[src/rtl/general_bring_up_rx.sv]
// general_bring_up_rx
//
// Responder side of the RDI general bring-up sideband handshake. Requests
// from the remote partner are decoded, the requested state is reported to
// the RDI controller, and the matching response (or PM_NAK) is returned
// through the local sideband transmitter. Stalled responses are retried.
//
// Handshake: o_tx_msg_valid is raised with o_tx_sb_message stable and is
// held until i_tx_done_send_message is seen (transfer completes on that
// edge) or until the timeout expires. On a timeout, valid drops for one
// cycle and the same message is presented again.
//
// Ports:
//   lclk, sys_rst            clock, synchronous active-high reset
//   i_rx_sb_message/valid    decoded request from the remote sideband
//   i_rdi_allow_rsp          controller permits a non-PM response
//   i_tx_done_send_message   sideband TX accepted the presented message
//   o_tx_sb_message/valid    response towards sideband TX
//   o_rx_busy                request in service (holds off local initiator)
//   o_just_send_responce     one-cycle pulse after a response is sent
//   o_remote_req/_valid      requested state and its update pulse
//   o_rsp_error              sticky, retries exhausted
module general_bring_up_rx #(
  parameter int TIMEOUT_CYCLES = 16,
  parameter int MAX_RETRY      = 3
) (
  input  logic       lclk,
  input  logic       sys_rst,
  input  logic [3:0] i_rx_sb_message,
  input  logic       i_rx_msg_valid,
  input  logic       i_rdi_allow_rsp,
  input  logic       i_tx_done_send_message,
  output logic [3:0] o_tx_sb_message,
  output logic       o_tx_msg_valid,
  output logic       o_rx_busy,
  output logic       o_just_send_responce,
  output logic [2:0] o_remote_req,
  output logic       o_remote_req_valid,
  output logic       o_rsp_error
);

  localparam int TW = $clog2(TIMEOUT_CYCLES);
  localparam int RW = (MAX_RETRY > 0) ? $clog2(MAX_RETRY + 1) : 1;
  localparam logic [TW-1:0] TMR_LAST  = TW'(TIMEOUT_CYCLES - 1);
  localparam logic [RW-1:0] RETRY_MAX = RW'(MAX_RETRY);

  typedef enum logic [2:0] {
    ST_IDLE       = 3'd0,
    ST_WAIT_ALLOW = 3'd1,
    ST_SEND       = 3'd2,
    ST_RETRY      = 3'd3,
    ST_RESP_DONE  = 3'd4
  } state_t;

  state_t        state_q, state_d;
  logic [2:0]    code_q, code_d;
  logic [TW-1:0] timer_q, timer_d;
  logic [RW-1:0] retry_q, retry_d;
  logic [2:0]    remote_req_q, remote_req_d;
  logic          remote_req_valid_q, remote_req_valid_d;
  logic          rsp_error_q, rsp_error_d;

  logic       req_ok;
  logic [2:0] rx_code;
  logic       rx_is_pm;

  // Response code returned for each request code.
  function automatic logic [3:0] rsp_map(input logic [2:0] c);
    case (c)
      3'd1:       rsp_map = 4'd8;
      3'd2, 3'd3: rsp_map = 4'd9;
      3'd4:       rsp_map = 4'd12;
      3'd5:       rsp_map = 4'd13;
      3'd6:       rsp_map = 4'd14;
      3'd7:       rsp_map = 4'd15;
      default:    rsp_map = 4'd0;
    endcase
  endfunction

  // State reported to the controller for each non-PM request code.
  function automatic logic [2:0] req_map(input logic [2:0] c);
    case (c)
      3'd1:    req_map = 3'd1;
      3'd6:    req_map = 3'd2;
      3'd5:    req_map = 3'd3;
      3'd4:    req_map = 3'd4;
      3'd7:    req_map = 3'd5;
      default: req_map = 3'd0;
    endcase
  endfunction

  // Only request codes 1..7 are meaningful; 0 and responses 8..15 are ignored.
  assign rx_code  = i_rx_sb_message[2:0];
  assign req_ok   = i_rx_msg_valid && !i_rx_sb_message[3] && (rx_code != 3'd0);
  assign rx_is_pm = (rx_code == 3'd2) || (rx_code == 3'd3);

  // State register
  always_ff @(posedge lclk) begin
    if (sys_rst) begin
      state_q            <= ST_IDLE;
      code_q             <= '0;
      timer_q            <= '0;
      retry_q            <= '0;
      remote_req_q       <= '0;
      remote_req_valid_q <= 1'b0;
      rsp_error_q        <= 1'b0;
    end else begin
      state_q            <= state_d;
      code_q             <= code_d;
      timer_q            <= timer_d;
      retry_q            <= retry_d;
      remote_req_q       <= remote_req_d;
      remote_req_valid_q <= remote_req_valid_d;
      rsp_error_q        <= rsp_error_d;
    end
  end

  // Next-state logic
  always_comb begin
    state_d            = state_q;
    code_d             = code_q;
    timer_d            = timer_q;
    retry_d            = retry_q;
    remote_req_d       = remote_req_q;
    remote_req_valid_d = 1'b0;
    rsp_error_d        = rsp_error_q;
    case (state_q)
      ST_IDLE, ST_RESP_DONE: begin
        state_d = ST_IDLE;
        if (req_ok) begin
          code_d      = rx_code;
          timer_d     = '0;
          retry_d     = '0;
          rsp_error_d = 1'b0;
          if (rx_is_pm) begin
            // PM requests are always NAKed without asking the controller.
            state_d = ST_SEND;
          end else begin
            state_d            = ST_WAIT_ALLOW;
            remote_req_d       = req_map(rx_code);
            remote_req_valid_d = 1'b1;
          end
        end
      end
      ST_WAIT_ALLOW: begin
        // LINKERROR overrides whatever is pending, even if allow is high
        // in the same cycle; the controller must re-grant for the new request.
        if (req_ok && (rx_code == 3'd5)) begin
          code_d             = 3'd5;
          remote_req_d       = 3'd3;
          remote_req_valid_d = 1'b1;
        end else if (i_rdi_allow_rsp) begin
          state_d = ST_SEND;
          timer_d = '0;
        end
      end
      ST_SEND: begin
        if (i_tx_done_send_message) begin
          state_d = ST_RESP_DONE;
        end else if (timer_q == TMR_LAST) begin
          if (retry_q < RETRY_MAX) begin
            state_d = ST_RETRY;
            retry_d = retry_q + 1'b1;
          end else begin
            state_d     = ST_IDLE;
            rsp_error_d = 1'b1;
          end
        end else begin
          timer_d = timer_q + 1'b1;
        end
      end
      ST_RETRY: begin
        state_d = ST_SEND;
        timer_d = '0;
      end
      default: state_d = ST_IDLE;
    endcase
  end

  // Output decode
  always_comb begin
    o_tx_sb_message      = 4'd0;
    o_tx_msg_valid       = 1'b0;
    o_rx_busy            = 1'b0;
    o_just_send_responce = 1'b0;
    case (state_q)
      ST_WAIT_ALLOW: o_rx_busy = 1'b1;
      ST_SEND: begin
        o_rx_busy       = 1'b1;
        o_tx_msg_valid  = 1'b1;
        o_tx_sb_message = rsp_map(code_q);
      end
      ST_RETRY:     o_rx_busy = 1'b1;
      ST_RESP_DONE: o_just_send_responce = 1'b1;
      default: ;
    endcase
  end

  assign o_remote_req       = remote_req_q;
  assign o_remote_req_valid = remote_req_valid_q;
  assign o_rsp_error        = rsp_error_q;

endmodule

[config.mk]
export PLATFORM = sky130hd
export DESIGN_NAME = general_bring_up_rx
export DESIGN_NICKNAME = d
export VERILOG_FILES = /design/src/rtl/general_bring_up_rx.sv
export SDC_FILE = /design/constraint.sdc
export NUM_CORES = 1
export LEC_CHECK = 0
export ABC_CLOCK_PERIOD_IN_PS = 2100
export CELL_PAD_IN_SITES_DETAIL_PLACEMENT = 0
export CELL_PAD_IN_SITES_GLOBAL_PLACEMENT = 2
export CORE_MARGIN = 3
export CORE_UTILIZATION = 35
export DETAILED_ROUTE_END_ITERATION = 10
export DONT_BUFFER_PORTS = 1
export GPL_TIMING_DRIVEN = 1
export PLACE_DENSITY = 0.73
export SETUP_SLACK_MARGIN = 0.15
export SYNTH_ARGS = -nofsm -noshare
export SYNTH_HDL_FRONTEND = slang
export SYNTH_SLANG_ARGS = --single-unit
[constraint.sdc]
create_clock -name lclk -period 2.1 [get_ports lclk]
set_input_delay 0.105 -clock lclk [delete_from_list [all_inputs] [get_ports lclk]]
set_output_delay 0.105 -clock lclk [all_outputs]
set_load 0.1 [all_outputs]
Yosys cells after proc, flatten, opt, wreduce, memory -nomap -nowiden
Index checks and enable logic that the tools add are counted.

Muxes and demuxes: 41. Equality and inequality tests: 30. $lt $le $gt $ge: 1. Add/sub/neg operators: 2. Reductions and logical operators: 19.

Operators by type and width (count): $eq A3 B3 Y1 const B (9); $mux W3 (9); $mux W4 (6); $pmux W4 S6 (1); $ne A2 B2 Y1 const B (10); $eq A3 B2 Y1 const B (6); $pmux W4 S4 (1); $pmux W3 S5 (1); $mux W2 (7); $pmux W3 S2 (2); $pmux W3 S4 (1); $mux W1 (10); $reduce_and A5 Y1 (2); $eq A3 B1 Y1 const B (3); $reduce_and A3 Y1 (2); $reduce_and A6 Y1 (1); $add A4 B1 Y4 const B (1); $eq A4 B4 Y1 const B (1); $pmux W1 S2 (2); $pmux W2 S2 (1); $reduce_and A4 Y1 (1); $reduce_bool A2 Y1 (2); $reduce_bool A4 Y1 (1); $reduce_or A2 Y1 (2); other kinds (9) (11).

Output and inout port bits: 12. Word-level logic and storage cells: 100. Bits of input ports: 9. Flip-flop bits (word level): 17.

Depth between registers and ports, before layout
Gate-level depths: netlist of run 1.

Depth after elaboration: 6. Mapped depth: 7. Gate-level depth less buffers: 5.

Worst setup path before layout of run 1
OpenSTA, ideal clock, no wires.

Kind: reg2out. From: register state_q[2]. To: output o_just_send_responce. Cell stages (with the launch flop): 3. Slack: -0.528 ns. Required time: 1.995 ns. Buffers on the path: 0. Arrival: 2.523 ns. Cells stage by stage: dfxtp_1 > inv_1 > nor3_1.

Word-level cells in the longest chain between the ends: 2.

Ends and longest elaborated chain: start: declaration (line 55) `state_t state_q, state_d;`; start signal: assignment (line 108) `state_q <= state_d;`; $eq A3 B3 Y1 (line 186) `case (state_q)`; $mux W1 (line 186); end: declaration (line 36) `output logic o_just_send_responce,`.

No other way between the ends.

Final worst setup path of run 1
From: register state_q[1]. To: output o_tx_sb_message[1].

Word-level cells in the longest chain between the ends: 2.

Ends and longest elaborated chain: $eq A3 B2 Y1 (line 186); $mux W4 (line 186); end: declaration (line 33) `output logic [3:0] o_tx_sb_message,`.

No other way between the ends.

==> implementation parameters, run 1 <==
Parameter                              Value

Yosys
  Number of flip-flops and latches in the synthesized netlist    17
  Multiplexer fraction of the synthesized cell area    1.01%
  Syn Nets    127
  Post-synthesis cell type count    40
  Synthesized netlist cell count    116
  Top cell type by total area after synthesis    sky130_fd_sc_hd__dfxtp_1
  Commonest register cell after synthesis    sky130_fd_sc_hd__dfxtp_1
  Part of the Yosys area used for sequential elements    34.4%
  Synth Cell Area    988 um2
  Share of the synthesized area in the top cell type    34.4%
  Largest family of logic cells by synthesized area    compound AO/OA/AOI/OAI gates
  Count of yosys warnings during synthesis    0
  Simple-Gate Fraction of Synth Area    23.5%
  Synth Area in Adders    2.53%
  Avg Inst Size Synth    8.52 um2
  Async set-or-reset flop fraction in the synthesized netlist    0%
  Top cells by area, synth    sky130_fd_sc_hd__dfxtp_1, sky130_fd_sc_hd__nand2_1, sky130_fd_sc_hd__o21ai_0
  Xor and xnor area share after synthesis    0.886%
  Complex-gate fraction of the synthesized area    29.2%
  Number of synthesized flops with an enable pin    0

Timing
  Fraction of the cycle the final worst path needs    86.0%
  Worst Hold Slack    0.0289 ns
  Final Critical Period    1.81 ns
  Worst Setup Slack, final    0.293 ns
  Highest clock frequency the design can meet    0.553 GHz
  Number of max-slew violations in the final report    0
  Setup repair after global routing missed its margin    no
  Number of setup violations in the final report    0
  Slew Limit Headroom    60.9%
  Number of failing hold endpoints at the final stage    0
  Worst Max-Slew Pin Slew    0.585 ns
  Worst clock skew on the final layout    0.00322 ns

Floorplanning
  Die span in x    59.1 um
  Std-Cell Core Area    2590 um2
  Cell Rows    18
  Initial core utilization    38.2%
  Die height    59.1 um
  Die outline area    3500 um2
  I/O pin cnt    21

Setup path
  Required arrival time at the worst endpoint    2.00 ns
  Timing startpoint of the critical path    state_q[1]
  Beginning of the worst register-to-register path    timer_q[0]
  Critical path launch point type    flop
  Slowest Stage Delay on Critical Path    0.45 ns
  Slowest stage cell on the critical path    sky130_fd_sc_hd__or3b_4
  Worst setup path class    flop to primary output
  Crit end category    primary output
  Worst path cell trace    or3b_4 > clkinv_2 > and3_2 > buf_12
  Crit path DAT    1.70 ns
  Crit Path Max Fanout    12

Clocking
  H-tree Lvls    1
  Clock tree from TritonCTS    yes
  Clock input transition at the sequential cells of the worst setup and hold paths    0.10 ns
  CTS Buf Count    3
  Max Buffers Root-to-Sink    2
  Insertion delay to the later sink of the worst-skew pair    0.29 ns
  Number of clock sinks seen by CTS    17
  Buffer type at the clock tree root    sky130_fd_sc_hd__clkbuf_4

Routing
  Detailed route wirelength on metal2    1060 um
  Post-Route M1 WL    1220 um
  WL final    2450 um
  Total number of vias    921
  Routed wire length per instance    15.0 um
  Iteration count of the initial detailed-routing pass    5
  Routed vias/inst    5.65
  DRC violations left    0
  Number of routed nets with antenna violations    0
  Starting DRC count in detailed routing    33
  Routed length on met3    117 um
  Highest metal layer with signal wires    met4

Power
  PD cells    640 nW/um2
  Combinational power share    30.4%
  Internal Pwr Total    484 uW
  Sw power    291 uW
  Clock share of power    23.6%
  Leak Pwr    0.465 nW
  Flop pwr share    46.0%
  Worst supply voltage drop on vdd    0.357 mV
  Switching portion of total power    37.6%

Placed design
  Port buffer count    0
  Dpl ws    0.384 ns
  Weighted congestion reported at the end of routability-driven placement    0.803
  HPWL Detailed    1800 um

Global route
  Largest net degree at the start of global routing    15
  Aggregate global routing overflow    0
  Via count of the first global-routing pass    936
  GRT Resource Usage Total    16.8%
  Antenna violations before repair    0
  First-pass GRT wire length    4400 um

Layout
  Synthesis-to-layout area growth    22.5%
  # nets final    145
  Number of diodes    0
  Share of layout cells above drive strength 1    26.3%

Worst hold path
  Hold Path Origin    i_tx_done_send_message
  Worst min-delay path category    input pin to flop

Outcome
  Status    finished clean

Job
  Max_cap viols    0
cell families (layout without fill, tap and decap cells):
family / count (synthesis) / after routing
AO/OA/AOI/OAI: 37 / 37
flip-flops: 17 / 17
multiplexers: 1 / 1
adder cells (fa/ha/maj): 2 / 2
AND/OR/NAND/NOR: 43 / 43
XOR/XNOR: 1 / 1
buffers and inverters: 15 / 32
path summary, 6_finish.rpt:
| path | endpoint | slack [ns] | cells past startpoint |
|---|---|---|---|
| worst max-delay path | o_tx_sb_message[1] | 0.29 | 4 |
| worst min-delay path | state_q[2] | 0.03 | 2 |
| worst max register to register | timer_q[3] | 0.46 | 5 |
| worst min register to register | retry_q[1] | 0.47 | 2 |
state kept, by name, summed over array words and instances (netlist names):
signal / count
retry_q: 2
o_remote_req_valid: 1
timer_q: 4
state_q: 3
o_remote_req: 3
o_rsp_error: 1
code_q: 3
cell type report:
cell class | instances | area, um2
Multi-Input combinational cell | 84 | 589
Timing Repair Buffer | 19 | 180
Sequential cell | 17 | 343
Inverter | 9 | 35.0
Fill cell | 251 | 1380
Clock buffer | 4 | 26.3
Tap cell | 30 | 37.5
repair_timing:
action | 4_1_cts | 5_1_grt
hold buffers | 4 | 1
setup buffers | 0 | 0
resized for setup | 2 | 1
endpoints found under the setup margin | 2 | 1
endpoints found under the hold margin | 15 | 1
power groups by stage:
stage	Combinational (mW)	Sequential [mW]	Clock, mW
final	0.236	0.356	0.183
after global routing	0.252	0.359	0.205
after CTS	0.232	0.356	0.192
after floorplan	0.164	0.385	0
after global placement	0.221	0.362	0
after detailed placement	0.220	0.363	0
cell usage after synthesis, types with 2 or more instances:
library cell / instances
sky130_fd_sc_hd__nand2_1: 11
sky130_fd_sc_hd__dfxtp_1: 17
sky130_fd_sc_hd__o21ai_0: 7
sky130_fd_sc_hd__a211o_1: 2
sky130_fd_sc_hd__nand4_1: 2
sky130_fd_sc_hd__a211oi_1: 3
sky130_fd_sc_hd__ha_1: 2
sky130_fd_sc_hd__nor3_1: 4
sky130_fd_sc_hd__nor2b_1: 2
sky130_fd_sc_hd__buf_2: 2
sky130_fd_sc_hd__a31oi_1: 4
sky130_fd_sc_hd__and2_1: 2
sky130_fd_sc_hd__nor2_1: 8
sky130_fd_sc_hd__o221a_2: 2
sky130_fd_sc_hd__buf_6: 3
sky130_fd_sc_hd__and3_1: 2
sky130_fd_sc_hd__nand3_1: 6
sky130_fd_sc_hd__a21oi_1: 4
sky130_fd_sc_hd__o21a_1: 2
sky130_fd_sc_hd__o211ai_1: 2
sky130_fd_sc_hd__a311oi_1: 2
sky130_fd_sc_hd__inv_1: 8
sky130_fd_sc_hd__a22oi_1: 2
layer usage:
| metal | vias up | track usage (%) |
|---|---|---|
| met5 | - | 0 |
| met4 | 0 | 8.74 |
| met3 | 5 | 2.61 |
| met2 | 26 | 23.5 |
| met1 | 426 | 24.4 |
| li1 | 464 | - |
metrics by stage:
step                      total power [mW]  instances  utilization (%)  setup TNS [ns]  cell area [um2]
after CTS                            0.780        162             46.3               0             1200
final                                0.775        163             46.8               0             1210
after global placement               0.583        154             43.6               0             1130
after global routing                 0.816        163             46.8               0             1210
after floorplan                      0.549        116                -          -0.371              996
after detailed placement             0.583        154             43.6               0             1130
layout by cell type, fill, tap and decap left out, drive strengths merged, types with 2 or more instances in the layout:
cell type     n
a211o         2
a211oi        3
a21oi         4
a22oi         2
a311oi        3
a31oi         4
and2          3
and3          2
buf          14
clkbuf        4
dfxtp        17
dlygate4sd3   5
ha            2
inv           8
nand2        11
nand3         6
nand4         2
nor2          8
nor2b         2
nor3          4
o211ai        2
o21a          2
o21ai         7
o221a         2
o31ai         2
critical path: cells and delay by family (launching register included):
family / cells / cell delay [ns]
AND/OR/NAND/NOR: 2 / 0.67
flip-flops: 1 / 0.42
buffers and inverters: 2 / 0.31
Note: power is estimated with default switching activity, not from simulation.
==> run 2, diff against run 1 <==
ABC_CLOCK_PERIOD_IN_PS = 2000   (was 2100)
clock period = 2 ns   (was 2.1 ns; I/O delays follow)
==> run 2 against run 1 <==
Cell count is 1.2% lower. Combinational power is 4% higher. Sequential share of layout area is 0.33 points higher. Worst setup slack worse by 0.052 ns. Total power is 4.0% higher. Critical path type unchanged. Highest routed layer unchanged.
==> implementation parameters, run 2 (same netlist as run 1, synthesis figures left out) <==
Parameter                              Value

Outcome
  Status    finished clean

Layout
  Flip-flop count of the largest register after layout    4 (unchanged)
  Most common library cell in the layout ignoring fill and taps    sky130_fd_sc_hd__dfxtp_1
  Number of diodes    0 (unchanged)
  # nets final    143 (-1.4%)
  Area of all placed cells without fillers    1200 um2 (-1.1%)
  Filler Cell Count    262 (+4.4%)
  Non-Filler Instances    161 (-1.2%)
  Final core utilization    46.2% (-0.53 points)
  Register ranked first by flip-flop count    timer_q
  Share of layout cells above drive strength 1    26.0% (-0.36 points)
  Commonest cells after routing, fill and taps aside    sky130_fd_sc_hd__dfxtp_1, sky130_fd_sc_hd__nand2_1, sky130_fd_sc_hd__buf_4
  Synthesis-to-layout area growth    21.1%

Routing
  Iteration count of the initial detailed-routing pass    4 (-1)
  Routed wire length per instance    15.8 um (+5.5%)
  Routed vias/inst    5.62 (-0.52%)
  Number of routed nets with antenna violations    0 (unchanged)
  DRC violations left    0 (unchanged)
  Total number of vias    905 (-1.7%)
  WL final    2550 um (+4.2%)
  Starting DRC count in detailed routing    20 (-39%)

Setup path
  Combined buffer and inverter count along the critical path    2 (unchanged)
  Worst path cell trace    or3b_4 > clkinv_2 > and3_4 > buf_12
  Crit path DAT    1.66 ns (-0.04 ns)
  Crit Path Max Fanout    12 (unchanged)
  Slowest Stage Delay on Critical Path    0.44 ns (about the same)
  Critical path launch point type    flop
  Number of cells traversed by the worst register-to-register path    5 (unchanged)
  Worst setup path class    flop to primary output
  Required arrival time at the worst endpoint    1.90 ns (-0.10 ns)
  Worst path depth    4 (unchanged)
  Timing startpoint of the critical path    state_q[0]
  Slowest stage cell on the critical path    sky130_fd_sc_hd__or3b_4
  Top cell family by delay on the critical path    simple AND/OR/NAND/NOR gates
  Reg-to-reg endpoint    timer_q[2]
  Setup slack on the worst flop-to-flop path    0.25 ns (-0.21 ns)
  Beginning of the worst register-to-register path    state_q[1]
  Timing endpoint of the critical path    o_tx_sb_message[1]
  Crit end category    primary output

Worst hold path
  Worst min-delay path category    input pin to flop

Placed design
  Dpl cells    153 (-0.65%)
  Dpl ws    0.231 ns (-0.154 ns)
  Placement-stage cell area    1130 um2 (-0.33%)
  Weighted congestion reported at the end of routability-driven placement    0.894 (+11%)
  HPWL Detailed    1850 um (+2.9%)
  Port buffer count    0 (unchanged)

Power
  Sw power    301 uW (+3.4%)
  Internal Pwr Total    504 uW (+4.3%)
  Leak Pwr    0.454 nW (-2.3%)
  Worst supply voltage drop on vdd    0.444 mV (+24%)
  Combinational power share    30.6% (+0.2 points)
  Switching portion of total power    37.4% (-0.20 points)
  PD cells    673 nW/um2 (+5.2%)
  Flop pwr share    46.4% (+0.4 points)
  Clock share of power    23.0% (-0.6 points)

Timing
  Number of setup violations in the final report    0 (unchanged)
  Number of failing hold endpoints at the final stage    0 (unchanged)
  Final Critical Period    1.76 ns
  Setup repair after global routing missed its margin    no
  Slew Limit Headroom    59.6% (-1.2 points)
  Worst Max-Slew Pin Slew    0.603 ns (+0.0183 ns)
  Highest clock frequency the design can meet    0.568 GHz
  Worst Hold Slack    0.00917 ns (-0.0197 ns)
  Number of max-slew violations in the final report    0 (unchanged)
  Fraction of the cycle the final worst path needs    88.0%
  Worst Setup Slack, final    0.241 ns (-0.0522 ns)
  Worst clock skew on the final layout    0.00308 ns (-0.000145 ns)

Clocking
  Clock tree from TritonCTS    yes
  Clock input transition at the sequential cells of the worst setup and hold paths    0.10 ns (about the same)
  Buffer type at the clock tree root    sky130_fd_sc_hd__clkbuf_4
  Number of clock sinks seen by CTS    17 (unchanged)
  CTS Buf Count    3 (unchanged)
  Insertion delay to the later sink of the worst-skew pair    0.29 ns (about the same)
  Max Buffers Root-to-Sink    2 (unchanged)
  H-tree Lvls    1 (unchanged)

Floorplanning
  Die height    59.1 um (unchanged)
  Die span in x    59.1 um (unchanged)
  Initial core utilization    38.2% (unchanged)
  I/O pin cnt    21 (unchanged)
  Std-Cell Core Area    2590 um2 (unchanged)
  Die outline area    3500 um2 (unchanged)
  Cell Rows    18 (unchanged)

Global route
  Via count of the first global-routing pass    879 (-6.1%)
  Aggregate global routing overflow    0 (unchanged)
  Antenna violations before repair    0 (unchanged)
  GRT Resource Usage Total    16.1% (-0.68 points)
  Largest net degree at the start of global routing    15 (unchanged)
  First-pass GRT wire length    4260 um (-3.3%)

Job
  Max_cap viols    0 (unchanged)
==> run 2: stage by stage <==
stage,setup TNS [ns],total power [mW]
floorplan,-0.561,0.577
global placement,0,0.609
detailed placement,0,0.611
CTS,0,0.816
global route,0,0.844
finish,0,0.805
==> run 2: power groups by stage <==
| stage | registers, mW | clock network [mW] | logic (mW) |
|---|---|---|---|
| 5_1_grt | 0.376 | 0.207 | 0.261 |
| 3_3_place_gp | 0.379 | 0 | 0.230 |
| 3_5_place_dp | 0.380 | 0 | 0.231 |
| 6_report | 0.374 | 0.185 | 0.246 |
| 4_1_cts | 0.373 | 0.198 | 0.246 |
| 2_1_floorplan | 0.405 | 0 | 0.172 |
==> run 2: area by class of cell <==
class	count	area (um2)	area share [%]
clock buffer	4	26.3	2.19
inverter	9	35.0	2.93
multi-input combinational	84	593	49.5
sequential	17	343	28.6
tap	30	37.5	3.13
timing repair buffer	17	163	13.6
==> run 2: how the worst min path moves through the flow <==
stage	from	endpoint	slack, ns	cells after the start
2_1_floorplan	sys_rst	state_q[0]	0.20	1
3_3_place_gp	sys_rst	timer_q[2]	0.17	1
3_5_place_dp	sys_rst	o_remote_req_valid	0.18	1
4_1_cts	i_rdi_allow_rsp	state_q[0]	0.002	2
5_1_grt	i_rdi_allow_rsp	state_q[0]	0.01	2
6_report	i_rdi_allow_rsp	state_q[0]	0.009	2
==> run 2: repair_timing <==
item / in CTS / in global routing
buffers inserted: 0 / 0
hold buffers: 4 / 0
hold endpoints to repair: 15 / 0
resized for setup: 2 / 1
endpoints found under the setup margin: 3 / 4
gates cloned: 0 / 0
pin swaps: 0 / 2
==> run 2: routing by layer <==
layer	up-vias	GRT usage (%)	share of wire (%)
li1	456	-	-
met1	426	21.8	48
met2	19	24.3	46
met3	4	4.58	4.9
met4	0	5.83	1.1
met5	-	0	0
==> run 3, diff against run 2 <==
--- a/config.mk
+++ b/config.mk
@@ -6,13 +6,14 @@
 export NUM_CORES = 1
 export LEC_CHECK = 0
-export ABC_CLOCK_PERIOD_IN_PS = 2000
+export ABC_AREA = 1
+export ABC_CLOCK_PERIOD_IN_PS = 1600
 export CELL_PAD_IN_SITES_DETAIL_PLACEMENT = 0
 export CELL_PAD_IN_SITES_GLOBAL_PLACEMENT = 2
 export CORE_MARGIN = 3
-export CORE_UTILIZATION = 35
+export CORE_UTILIZATION = 30
 export DETAILED_ROUTE_END_ITERATION = 10
 export DONT_BUFFER_PORTS = 1
 export GPL_TIMING_DRIVEN = 1
-export PLACE_DENSITY = 0.73
+export PLACE_DENSITY = 0.71
 export SETUP_SLACK_MARGIN = 0.15
 export SYNTH_ARGS = -nofsm -noshare
==> constraint.sdc (replaced) <==
create_clock -name lclk -period 1.6 [get_ports lclk]
set_input_delay 0.08 -clock lclk [delete_from_list [all_inputs] [get_ports lclk]]
set_output_delay 0.08 -clock lclk [all_outputs]
set_load 0.02 [all_outputs]
==> run 3 against run 2 <==
First-iteration DRC count grew 40%. Final area shrank 2.9%. Worst hold slack gained 0.0037 ns. Via count shrank 3.0%. Clock power grew 31%. Routed wire length shrank 9.8%. Critical endpoint is now o_tx_sb_message[0].
==> implementation parameters, run 3 <==
Parameter                              Value

Setup path
  Required arrival time at the worst endpoint    1.52 ns (-0.38 ns)
  Critical path launch point type    flop
  Crit end category    primary output
  Crit Path Max Fanout    5 (-7)
  Worst path cell trace    nor2_4 > nand2_4 > a211oi_1 > buf_4
  Worst setup path class    flop to primary output
  Crit path DAT    1.33 ns (-0.33 ns)
  Slowest stage cell on the critical path    sky130_fd_sc_hd__dfxtp_1
  Slowest Stage Delay on Critical Path    0.36 ns (-0.08 ns)

Timing
  Number of failing hold endpoints at the final stage    0 (unchanged)
  Worst Setup Slack, final    0.191 ns (-0.0505 ns)
  Final Critical Period    1.41 ns
  Number of setup violations in the final report    0 (unchanged)
  Highest clock frequency the design can meet    0.709 GHz
  Slew Limit Headroom    67.8% (+8.1 points)
  Setup repair after global routing missed its margin    yes
  Fraction of the cycle the final worst path needs    88.1%
  Number of max-slew violations in the final report    0 (unchanged)
  Total Negative Setup Slacks    0 ns (unchanged)
  Worst clock skew on the final layout    0.00859 ns (+0.00551 ns)
  Worst Max-Slew Pin Slew    0.482 ns (-0.122 ns)

Layout
  # nets final    165 (+15%)
  Share of layout cells above drive strength 1    24.8% (-1.1 points)
  Register area    340 um2 (-0.73%)
  Filler Cell Count    339 (+29%)
  Multi-input gate area    579 um2 (-2.3%)
  Flip-flop count of the largest register after layout    4 (unchanged)
  Commonest cells after routing, fill and taps aside    sky130_fd_sc_hd__nand2_1, sky130_fd_sc_hd__nor2_1, sky130_fd_sc_hd__dfxtp_1
  Non-Filler Instances    197 (+22%)
  Register ranked first by flip-flop count    timer_q
  Synthesis-to-layout area growth    18.3%
  Most common library cell in the layout ignoring fill and taps    sky130_fd_sc_hd__nand2_1
  Number of diodes    0 (unchanged)

Placed design
  Dpl ws    0.236 ns (+0.00573 ns)
  Weighted congestion reported at the end of routability-driven placement    0.722 (-19%)
  Port buffer count    0 (unchanged)
  HPWL Detailed    1710 um (-7.5%)
  Dpl cells    186 (+22%)

Yosys
  Commonest register cell after synthesis    sky130_fd_sc_hd__dfxtp_1
  Async set-or-reset flop fraction in the synthesized netlist    0% (unchanged)
  Number of synthesized flops with an enable pin    0 (unchanged)
  Post-synthesis cell type count    26 (-35%)
  Share of the synthesized area in the top cell type    34.6% (+0.22 points)
  Most numerous cell types in the synthesized netlist    sky130_fd_sc_hd__nand2_1, sky130_fd_sc_hd__nor2_1, sky130_fd_sc_hd__dfxtp_1
  Syn Nets    152 (+20%)
  Synth Cell Area    982 um2 (-0.63%)
  Library cell with the highest instance count after synthesis    sky130_fd_sc_hd__nand2_1
  Avg Inst Size Synth    6.97 um2 (-18%)
  Synthesized netlist cell count    141 (+22%)
  Top cell type by total area after synthesis    sky130_fd_sc_hd__dfxtp_1
  Count of yosys warnings during synthesis    0 (unchanged)
  Number of flip-flops and latches in the synthesized netlist    17 (unchanged)
  Top cells by area, synth    sky130_fd_sc_hd__dfxtp_1, sky130_fd_sc_hd__nand2_1, sky130_fd_sc_hd__nor2_1
  Part of the Yosys area used for sequential elements    34.6% (+0.22 points)

Routing
  Detailed route wirelength on metal2    1050 um (-12%)
  Post-Route M1 WL    1120 um (-7.3%)
  Total number of vias    878 (-3.0%)
  Routed length on met3    109 um (-13%)
  WL final    2300 um (-9.8%)
  Starting DRC count in detailed routing    28 (+40%)
  Number of routed nets with antenna violations    0 (unchanged)
  DRC violations left    0 (unchanged)
  Routed wire length per instance    11.7 um (-26%)
  Routed vias/inst    4.46 (-21%)
  Iteration count of the initial detailed-routing pass    4 (unchanged)
  Highest metal layer with signal wires    met4

Power
  PD cells    871 nW/um2 (+29%)
  Worst supply voltage drop on vdd    0.393 mV (-12%)
  Leak Pwr    0.503 nW (+11%)

Floorplanning
  Die outline area    4000 um2 (+14%)
  Die span in x    63.2 um (+6.9%)
  Die height    63.2 um (+6.9%)
  I/O pin cnt    21 (unchanged)
  Initial core utilization    31.9% (-6.3 points)
  Cell Rows    20 (+2)
  Std-Cell Core Area    3080 um2 (+19%)

Outcome
  Status    finished clean

Clocking
  Max Buffers Root-to-Sink    2 (unchanged)
  Insertion delay to the later sink of the worst-skew pair    0.30 ns (about the same)
  Number of clock sinks seen by CTS    17 (unchanged)
  CTS Buf Count    3 (unchanged)
  Clock tree from TritonCTS    yes
  Buffer type at the clock tree root    sky130_fd_sc_hd__clkbuf_4
  Clock input transition at the sequential cells of the worst setup and hold paths    0.11 ns (about the same)
  H-tree Lvls    1 (unchanged)

Global route
  First-pass GRT wire length    3760 um (-12%)
  Largest net degree at the start of global routing    11 (-4)
  Via count of the first global-routing pass    817 (-7.1%)
  Antenna violations before repair    0 (unchanged)
  GRT Resource Usage Total    11.9% (-4.2 points)
  Aggregate global routing overflow    0 (unchanged)

Job
  Max_cap viols    0 (unchanged)

Worst hold path
  Worst min-delay path category    input pin to flop
-- run 3: cell count changes in the layout (fill, tap and decap cells not counted), sizes merged, moves of 6 or more --
cell / previous run / this run
nand2: 11 / 35
nor2: 8 / 26
inv: 8 / 23
buf: 13 / 3
nand3: 6 / 15
a21oi: 4 / 10
-- run 3: layout make-up --
class | instances | share of cell area [%]
Inverter | 23 | 7.64
Tap cell | 44 | 4.74
Multi-Input combinational cell | 101 | 49.8
Timing Repair Buffer | 8 | 6.24
Sequential cell | 17 | 29.3
Clock buffer | 4 | 2.26
-- run 3: where the power goes --
part	internal, mW	switching [mW]	leakage [nW]	total, mW
logic	0.0931	0.181	0.350	0.274
registers	0.456	0.0388	0.139	0.495
clock network	0.0970	0.146	0.0150	0.243
total	0.646	0.366	0.503	1.01
-- run 3: through the flow --
| stage | hold WS, ns | utilization [%] | power (mW) | cell area, um2 |
|---|---|---|---|---|
| after floorplan | 0.227 | - | 0.706 | 982 |
| after global placement | 0.146 | 34.1 | 0.748 | 1050 |
| after detailed placement | 0.147 | 34.1 | 0.750 | 1050 |
| after CTS | 0.00267 | 36.5 | 1.01 | 1120 |
| after global routing | 0.0223 | 37.8 | 1.09 | 1160 |
| final | 0.0129 | 37.8 | 1.01 | 1160 |
-- run 3: cells by family (layout without fill, tap and decap cells) --
| kind of cell | count (synthesis) | count (layout) | share of synthesized area [%] |
|---|---|---|---|
| DFF | 17 | 17 | 34.7 |
| and+or+nand+nor | 80 | 81 | 42.0 |
| adders and majority gates | 2 | 2 | 2.55 |
| AOI/OAI and AO/OA | 17 | 17 | 10.4 |
| xor gates and xnor gates | 1 | 1 | 0.892 |
| buffers and inverters | 24 | 35 | 9.43 |
-- run 3: metal layers --
metal,GRT usage [%],up-vias
met4,4.85,0
met2,19.0,17
li1,-,473
met1,15.2,386
met3,2.85,2
met5,0,-
-- run 3: worst paths after layout --
kind                           start  slack [ns]                  to  cells past startpoint
setup / recovery          state_q[2]        0.19  o_tx_sb_message[0]                      4
hold / removal    i_rx_sb_message[2]        0.01     o_remote_req[1]                      3
setup reg to reg          state_q[2]        0.27          retry_q[1]                      8
hold reg to reg           retry_q[1]        0.48          retry_q[1]                      2
-- run 3: what timing repair did --
| action | in CTS | in global routing |
|---|---|---|
| endpoints found under the hold margin | 11 | 0 |
| endpoints found under the setup margin | 0 | 9 |
| buffers inserted | 0 | 1 |
| gates resized for setup | 0 | 5 |
| hold buffers | 5 | 0 |
-- run 3: worst max-delay path: cells and delay by family, from the launching register on --
family | cells | cell delay (ns)
AND/OR/NAND/NOR | 2 | 0.29
AO/OA/AOI/OAI | 1 | 0.20
flip-flops | 1 | 0.36
buffers and inverters | 1 | 0.18
